`src/rtl/lcd_pattern_sched_if.sv`:
```
// Pixel-path bundle between the LCD timing generator and the pattern scheduler:
// sync/strobe/coordinates towards the scheduler, RGB565 pixel back.
interface lcd_pattern_sched_if;
    logic        lcd_vsy;
    logic        lcd_de;
    logic [9:0]  pix_x;
    logic [9:0]  pix_y;
    logic [15:0] pix_rgb;

    modport master (
        output lcd_vsy, lcd_de, pix_x, pix_y,
        input  pix_rgb
    );

    modport slave (
        input  lcd_vsy, lcd_de, pix_x, pix_y,
        output pix_rgb
    );
endinterface

```
`src/rtl/lcd_pattern_sched.sv`:
```
// Test-pattern scheduler for the RGB565 LCD path: picks one of six patterns,
// advancing on a frame count or a debounced key press, committed at vsync.
module lcd_pattern_sched #(
    parameter int H_ACT          = 640,
    parameter int FRAMES_PER_PAT = 60,
    parameter int DEB_CYCLES     = 250000
) (
    input  logic               clk,
    input  logic               rst,
    lcd_pattern_sched_if.slave lcd,
    input  logic               auto_en,
    input  logic               key_n,
    output logic [2:0]         pat_id,
    output logic               frame_tick
);

    localparam int DEB_W  = (DEB_CYCLES > 1) ? $clog2(DEB_CYCLES) : 1;
    localparam int FCNT_W = (FRAMES_PER_PAT > 1) ? $clog2(FRAMES_PER_PAT) : 1;
    localparam int BAR_W  = H_ACT / 8;
    localparam logic [DEB_W-1:0]  DEB_LAST  = DEB_W'(DEB_CYCLES - 1);
    localparam logic [FCNT_W-1:0] FCNT_LAST = FCNT_W'(FRAMES_PER_PAT - 1);

    logic              vsy_q, vsy_d;
    logic              frame_tick_q, frame_tick_d;
    logic              key_s1_q, key_s1_d;
    logic              key_s2_q, key_s2_d;
    logic [DEB_W-1:0]  deb_cnt_q, deb_cnt_d;
    logic              key_acc_q, key_acc_d;
    logic [FCNT_W-1:0] fcnt_q, fcnt_d;
    logic              pending_q, pending_d;
    logic [2:0]        pat_id_q, pat_id_d;
    logic [15:0]       pix_rgb_q, pix_rgb_d;

    logic              press;
    logic              auto_req;
    logic              commit;
    logic [2:0]        bar_idx;
    logic [15:0]       bar_rgb;
    logic [15:0]       pat_rgb;

    // Only bit 5 of the row selects the checkerboard phase.
    logic unused_pix_y;
    assign unused_pix_y = ^{lcd.pix_y[9:6], lcd.pix_y[4:0]};

    always_ff @(posedge clk) begin
        if (!rst) begin
            vsy_q        <= 1'b1;
            frame_tick_q <= 1'b0;
            key_s1_q     <= 1'b1;
            key_s2_q     <= 1'b1;
            deb_cnt_q    <= '0;
            key_acc_q    <= 1'b1;
            fcnt_q       <= '0;
            pending_q    <= 1'b0;
            pat_id_q     <= 3'd0;
            pix_rgb_q    <= 16'h0000;
        end else begin
            vsy_q        <= vsy_d;
            frame_tick_q <= frame_tick_d;
            key_s1_q     <= key_s1_d;
            key_s2_q     <= key_s2_d;
            deb_cnt_q    <= deb_cnt_d;
            key_acc_q    <= key_acc_d;
            fcnt_q       <= fcnt_d;
            pending_q    <= pending_d;
            pat_id_q     <= pat_id_d;
            pix_rgb_q    <= pix_rgb_d;
        end
    end

    always_comb begin
        vsy_d        = lcd.lcd_vsy;
        frame_tick_d = vsy_q & ~lcd.lcd_vsy;
        key_s1_d     = key_n;
        key_s2_d     = key_s1_q;

        deb_cnt_d = deb_cnt_q;
        key_acc_d = key_acc_q;
        press     = 1'b0;
        if (key_s2_q == key_acc_q) begin
            deb_cnt_d = '0;
        end else if (deb_cnt_q == DEB_LAST) begin
            key_acc_d = key_s2_q;
            deb_cnt_d = '0;
            press     = ~key_s2_q;
        end else begin
            deb_cnt_d = deb_cnt_q + DEB_W'(1);
        end

        auto_req = 1'b0;
        fcnt_d   = fcnt_q;
        if (!auto_en) begin
            fcnt_d = '0;
        end else if (frame_tick_q) begin
            if (fcnt_q == FCNT_LAST) begin
                fcnt_d   = '0;
                auto_req = 1'b1;
            end else begin
                fcnt_d = fcnt_q + FCNT_W'(1);
            end
        end

        // A request arriving on the tick itself is folded into that tick's commit.
        commit    = frame_tick_q & (pending_q | press | auto_req);
        pending_d = frame_tick_q ? 1'b0 : (pending_q | press | auto_req);
        pat_id_d  = pat_id_q;
        if (commit) begin
            pat_id_d = (pat_id_q == 3'd5) ? 3'd0 : pat_id_q + 3'd1;
            fcnt_d   = '0;
        end
    end

    always_comb begin
        bar_idx = 3'd0;
        for (int k = 1; k < 8; k++) begin
            if (lcd.pix_x >= 10'(k * BAR_W)) begin
                bar_idx = bar_idx + 3'd1;
            end
        end

        case (bar_idx)
            3'd0:    bar_rgb = 16'hFFFF;
            3'd1:    bar_rgb = 16'hFFE0;
            3'd2:    bar_rgb = 16'h07FF;
            3'd3:    bar_rgb = 16'h07E0;
            3'd4:    bar_rgb = 16'hF81F;
            3'd5:    bar_rgb = 16'hF800;
            3'd6:    bar_rgb = 16'h001F;
            default: bar_rgb = 16'h0000;
        endcase

        case (pat_id_q)
            3'd0:    pat_rgb = 16'hF800;
            3'd1:    pat_rgb = 16'h07E0;
            3'd2:    pat_rgb = 16'h001F;
            3'd3:    pat_rgb = bar_rgb;
            3'd4:    pat_rgb = (lcd.pix_x[5] ^ lcd.pix_y[5]) ? 16'hFFFF : 16'h0000;
            3'd5:    pat_rgb = {lcd.pix_x[7:3], lcd.pix_x[7:2], lcd.pix_x[7:3]};
            default: pat_rgb = 16'h0000;
        endcase

        pix_rgb_d = lcd.lcd_de ? pat_rgb : 16'h0000;
    end

    assign lcd.pix_rgb = pix_rgb_q;
    assign pat_id      = pat_id_q;
    assign frame_tick  = frame_tick_q;

endmodule

```
`src/flat_wrapper.sv`:
```
// flat-port wrapper written by rule: the top's interface ports become plain ports
module lcd_pattern_sched_flat 
#(
    parameter int H_ACT          = 640,
    parameter int FRAMES_PER_PAT = 60,
    parameter int DEB_CYCLES     = 250000
)
  (clk, rst, auto_en, key_n, pat_id, frame_tick, lcd_lcd_vsy, lcd_lcd_de, lcd_pix_x, lcd_pix_y, lcd_pix_rgb);
  lcd_pattern_sched_if lcd_i ();
  input  logic clk;
  input  logic rst;
  input  logic auto_en;
  input  logic key_n;
  output logic [2:0] pat_id;
  output logic frame_tick;
  input wire logic [$bits(lcd_i.lcd_vsy)-1:0] lcd_lcd_vsy;
  input wire logic [$bits(lcd_i.lcd_de)-1:0] lcd_lcd_de;
  input wire logic [$bits(lcd_i.pix_x)-1:0] lcd_pix_x;
  input wire logic [$bits(lcd_i.pix_y)-1:0] lcd_pix_y;
  output wire logic [$bits(lcd_i.pix_rgb)-1:0] lcd_pix_rgb;
  assign lcd_i.lcd_vsy = lcd_lcd_vsy;
  assign lcd_i.lcd_de = lcd_lcd_de;
  assign lcd_i.pix_x = lcd_pix_x;
  assign lcd_i.pix_y = lcd_pix_y;
  assign lcd_pix_rgb = lcd_i.pix_rgb;
  lcd_pattern_sched #(.H_ACT(H_ACT), .FRAMES_PER_PAT(FRAMES_PER_PAT), .DEB_CYCLES(DEB_CYCLES)) u_core (.clk(clk), .rst(rst), .lcd(lcd_i), .auto_en(auto_en), .key_n(key_n), .pat_id(pat_id), .frame_tick(frame_tick));
endmodule
```
`config.mk`:
```
export PLATFORM = sky130hd
export DESIGN_NAME = lcd_pattern_sched_flat
export DESIGN_NICKNAME = d
export VERILOG_FILES = /design/src/rtl/lcd_pattern_sched_if.sv /design/src/rtl/lcd_pattern_sched.sv /design/src/flat_wrapper.sv
export SDC_FILE = /design/constraint.sdc
export NUM_CORES = 1
export LEC_CHECK = 0
export CAP_MARGIN = 10
export CORE_MARGIN = 4
export CORE_UTILIZATION = 30
export CTS_BUF_LIST = sky130_fd_sc_hd__clkbuf_4 sky130_fd_sc_hd__clkbuf_8
export DETAILED_ROUTE_END_ITERATION = 12
export SYNTH_ARGS = -nofsm -noshare
export SYNTH_HDL_FRONTEND = slang
export SYNTH_SLANG_ARGS = --single-unit
```
`constraint.sdc`:
```
create_clock -name clk -period 4.05 [get_ports clk]
set_input_delay 0.405 -clock clk [delete_from_list [all_inputs] [get_ports clk]]
set_output_delay 0.405 -clock clk [all_outputs]
set_load 0.005 [all_outputs]
```
==> qor.yml <==
status: "complete, no violations"
cp_top_family: "adder cells"
crit_type: "in -> reg"
skew_ns: 0.00265
cp.arrival_ns: 4.00
vias_per_cell: 4.95
cap_violations: 0
crit_buf_inv: 4
cts-root-buf: "clkbuf_8"
slew_headroom: 0.466
slew_viol_final: 0
seq_area_frac_synth: 0.374
overflow: 0
clk_pin_slew_ns: 0.09
dieHeight_um: 101
setup_viol: 0
syn-num-nets: 339
grt_use_total: 0.119
ys_warn_count: 0
hold_path_class: "reg -> reg"
cp_slowest_cell: "ha_1"
crit_fanout: 6
ant_nets: 0
grt_pass1_vias: 2195
synth-simple-area-share: 0.243
syn_area_per_cell_um2: 8.63
synth-edff-count: 0
wl_per_cell_um: 12.7
drt-total-wl_mm: 5.89
ys_types: 62
post-route-min-period_ns: 3.77
rows: 33
core-area_um2: 8340
grt_pass1_wl_mm: 10.0
vdd.ir_drop.worst_mv: 0.213
synthToLayoutAreaGrowth_pct: 29.8
vias: 2292
crit_chain: "dlygate4sd2_1 > nor2_2 > and3b_1 > inv_1 > ha_2 > and3_4 > or2_4 > ha_4 > o21bai_1 > o41a_1 > ha_1 > inv_2 > o21ai_1 > ha_1 > nand2_2 > o31ai_2 > nand2b_4 > ha_4 > nand2_1 > nor2_1 > xnor3_1 > xnor2_2 > buf_6 > o21ai_1"
die-area_um2: 10300
synth_top_family_by_area: "simple AND/OR/NAND/NOR gates"
start_kind: "primary input"
fin_nets: 392
dr.first_iter.drc_count: 74
tightest_slew_ns: 0.789
muxShareOfSynthArea: 0.0191
place_congestion: 0.800
antenna_found_initial: 0
clockBufferDepth: 2
dpl.hpwl_mm: 4.32
drcViolationCount: 0
synthCells: 304
reg2reg_slack_ns: 1.91
fmax_ghz: 0.265
synthArstFlopShare: 0
synth_area_um2: 2620
ctsHoldBuffers: 0
portBuffers: 34
cellPowerDensity_nw_per_um2: 309
drive_gt1_frac: 0.165
endpoint_kind: "flip-flop"
fill_cells: 838
finalPower_w: 0.00105
period_share: 0.930
clock_sinks: 49
setup_tns_ns: 0
dr.pass1.iters: 4
synth_compound_area_frac: 0.175
pin_count: 46
synth_xor_xnor_area_share: 0.104
slowest_delay_ns: 0.29
htree_levels: 2
hold_ws_ns: 0.412
synth_adder_area_share: 0.0429
synth_ff_type: "dfxtp_1"
cts_tree: "built"
clk_latency_ns: 0.30
p_leak_nw: 1.24
die_x_um: 101
numCtsBuffers: 5
grt_max_degree: 18
dp.cells: 451
synth_seq_cells: 49
initial_core_util: 0.314
hold_violations: 0
final_cells: 463
antenna_cells: 0
cp.required_ns: 4.28
## cells by family after synthesis
family          Yosys count
compound gates           70
xor+xnor                 28
fa+ha+maj                 9
buf+inv                  24
flops                    49
mux                       5
simple gates            119
## cell usage in the layout, fill, tap and decap left out, types with 7 or more instances in the layout
master,netlist,routed
a21oi_1,20,20
buf_4,1,23
clkdlybuf4s50_1,0,28
dfxtp_1,49,49
inv_1,11,10
nand2_1,28,27
nand2b_1,8,7
nand3_1,8,8
nor2_1,31,30
nor3_1,7,7
o21ai_0,11,9
o21ai_1,12,12
xnor2_1,13,13
xor2_1,12,11
## final timing paths
check        cells past startpoint                          start                                to
max                             24                   lcd_pix_x[9]  u_core.lcd.pix_rgb[8]$_SDFF_PN0_
min                              2        u_core.vsy_q$_SDFF_PN1_      u_core.frame_tick$_SDFF_PN0_
max reg2reg                      6  u_core.pat_id[0]$_SDFFE_PN0P_  u_core.lcd.pix_rgb[0]$_SDFF_PN0_
min reg2reg                      2        u_core.vsy_q$_SDFF_PN1_      u_core.frame_tick$_SDFF_PN0_
## worst reg2reg max path, stage by stage (launching register included)
cell,delay (ns)
dfxtp_1,0.47
and2_1,0.22
ha_1,0.24
o311ai_1,0.72
inv_1,0.09
a31oi_1,0.20
o21ai_1,0.09
## layout make-up
cell class	instances	area, um2	share of cell area
sequential	49	981	0.288
clock buffer	6	82.6	0.0243
timing repair buffer	58	513	0.151
tap	105	131	0.0386
multi-input combinational	231	1610	0.474
inverter	12	45.0	0.0132
clock inverter	2	37.5	0.0110
## per-layer routing
metal / vias to the layer above / global-route usage / wire length, um
met1: 1058 / 0.139 / 2530
li1: 1180 / - / -
met5: - / 0 / 0
met2: 38 / 0.210 / 2950
met4: 0 / 0.0603 / 195
met3: 16 / 0.0172 / 205
## Yosys cell counts (all sizes together) (2+ instances only)
master	number	share of area
a21o	6	0.017
a21oi	21	0.044
a31oi	2	0.0048
and2	3	0.0072
and3	5	0.014
buf	9	0.020
clkbuf	3	0.0043
dfxtp	49	0.37
ha	9	0.043
inv	12	0.017
mux2i	5	0.019
nand2	28	0.040
nand2b	8	0.019
nand3	8	0.015
nand3b	3	0.0086
nand4	7	0.022
nor2	31	0.044
nor3	7	0.013
nor4	4	0.0095
o21ai	23	0.044
o21bai	2	0.0057
o311ai	3	0.013
o31ai	2	0.0057
or2	2	0.0048
or3b	2	0.0067
or4	2	0.0072
xnor2	15	0.056
xor2	12	0.040
## registers in the layout (all words and copies together), names as in the netlist, 3 cells and up
signal / count
u_core.pat_id: 3
u_core.fcnt_q: 6
u_core.lcd.pix_rgb: 16
u_core.deb_cnt_q: 18
## power breakdown
group	total [W]	switching (W)	internal, W	leakage [nW]
registers	0.000490	0.00000305	0.000487	0.397
logic	0.000203	0.0000956	0.000107	0.786
clock network	0.000359	0.000159	0.000201	0.0574
## stage by stage
| stage | instance area (um2) | setup WS [ns] | util |
|---|---|---|---|
| floorplan | 2620 | 0.0104 | - |
| global placement | 3180 | -0.456 | 0.381 |
| detailed placement | 3180 | -0.537 | 0.381 |
| CTS | 3340 | 0.0899 | 0.400 |
| global route | 3400 | -0.00588 | 0.408 |
| finish | 3400 | 0.282 | 0.408 |
## timing repair
action	CTS	global route
resized for setup	12	14
pin swaps	5	7
setup buffers	4	0
setup endpoints to repair	11	11
(Power assumes the default switching activity.)
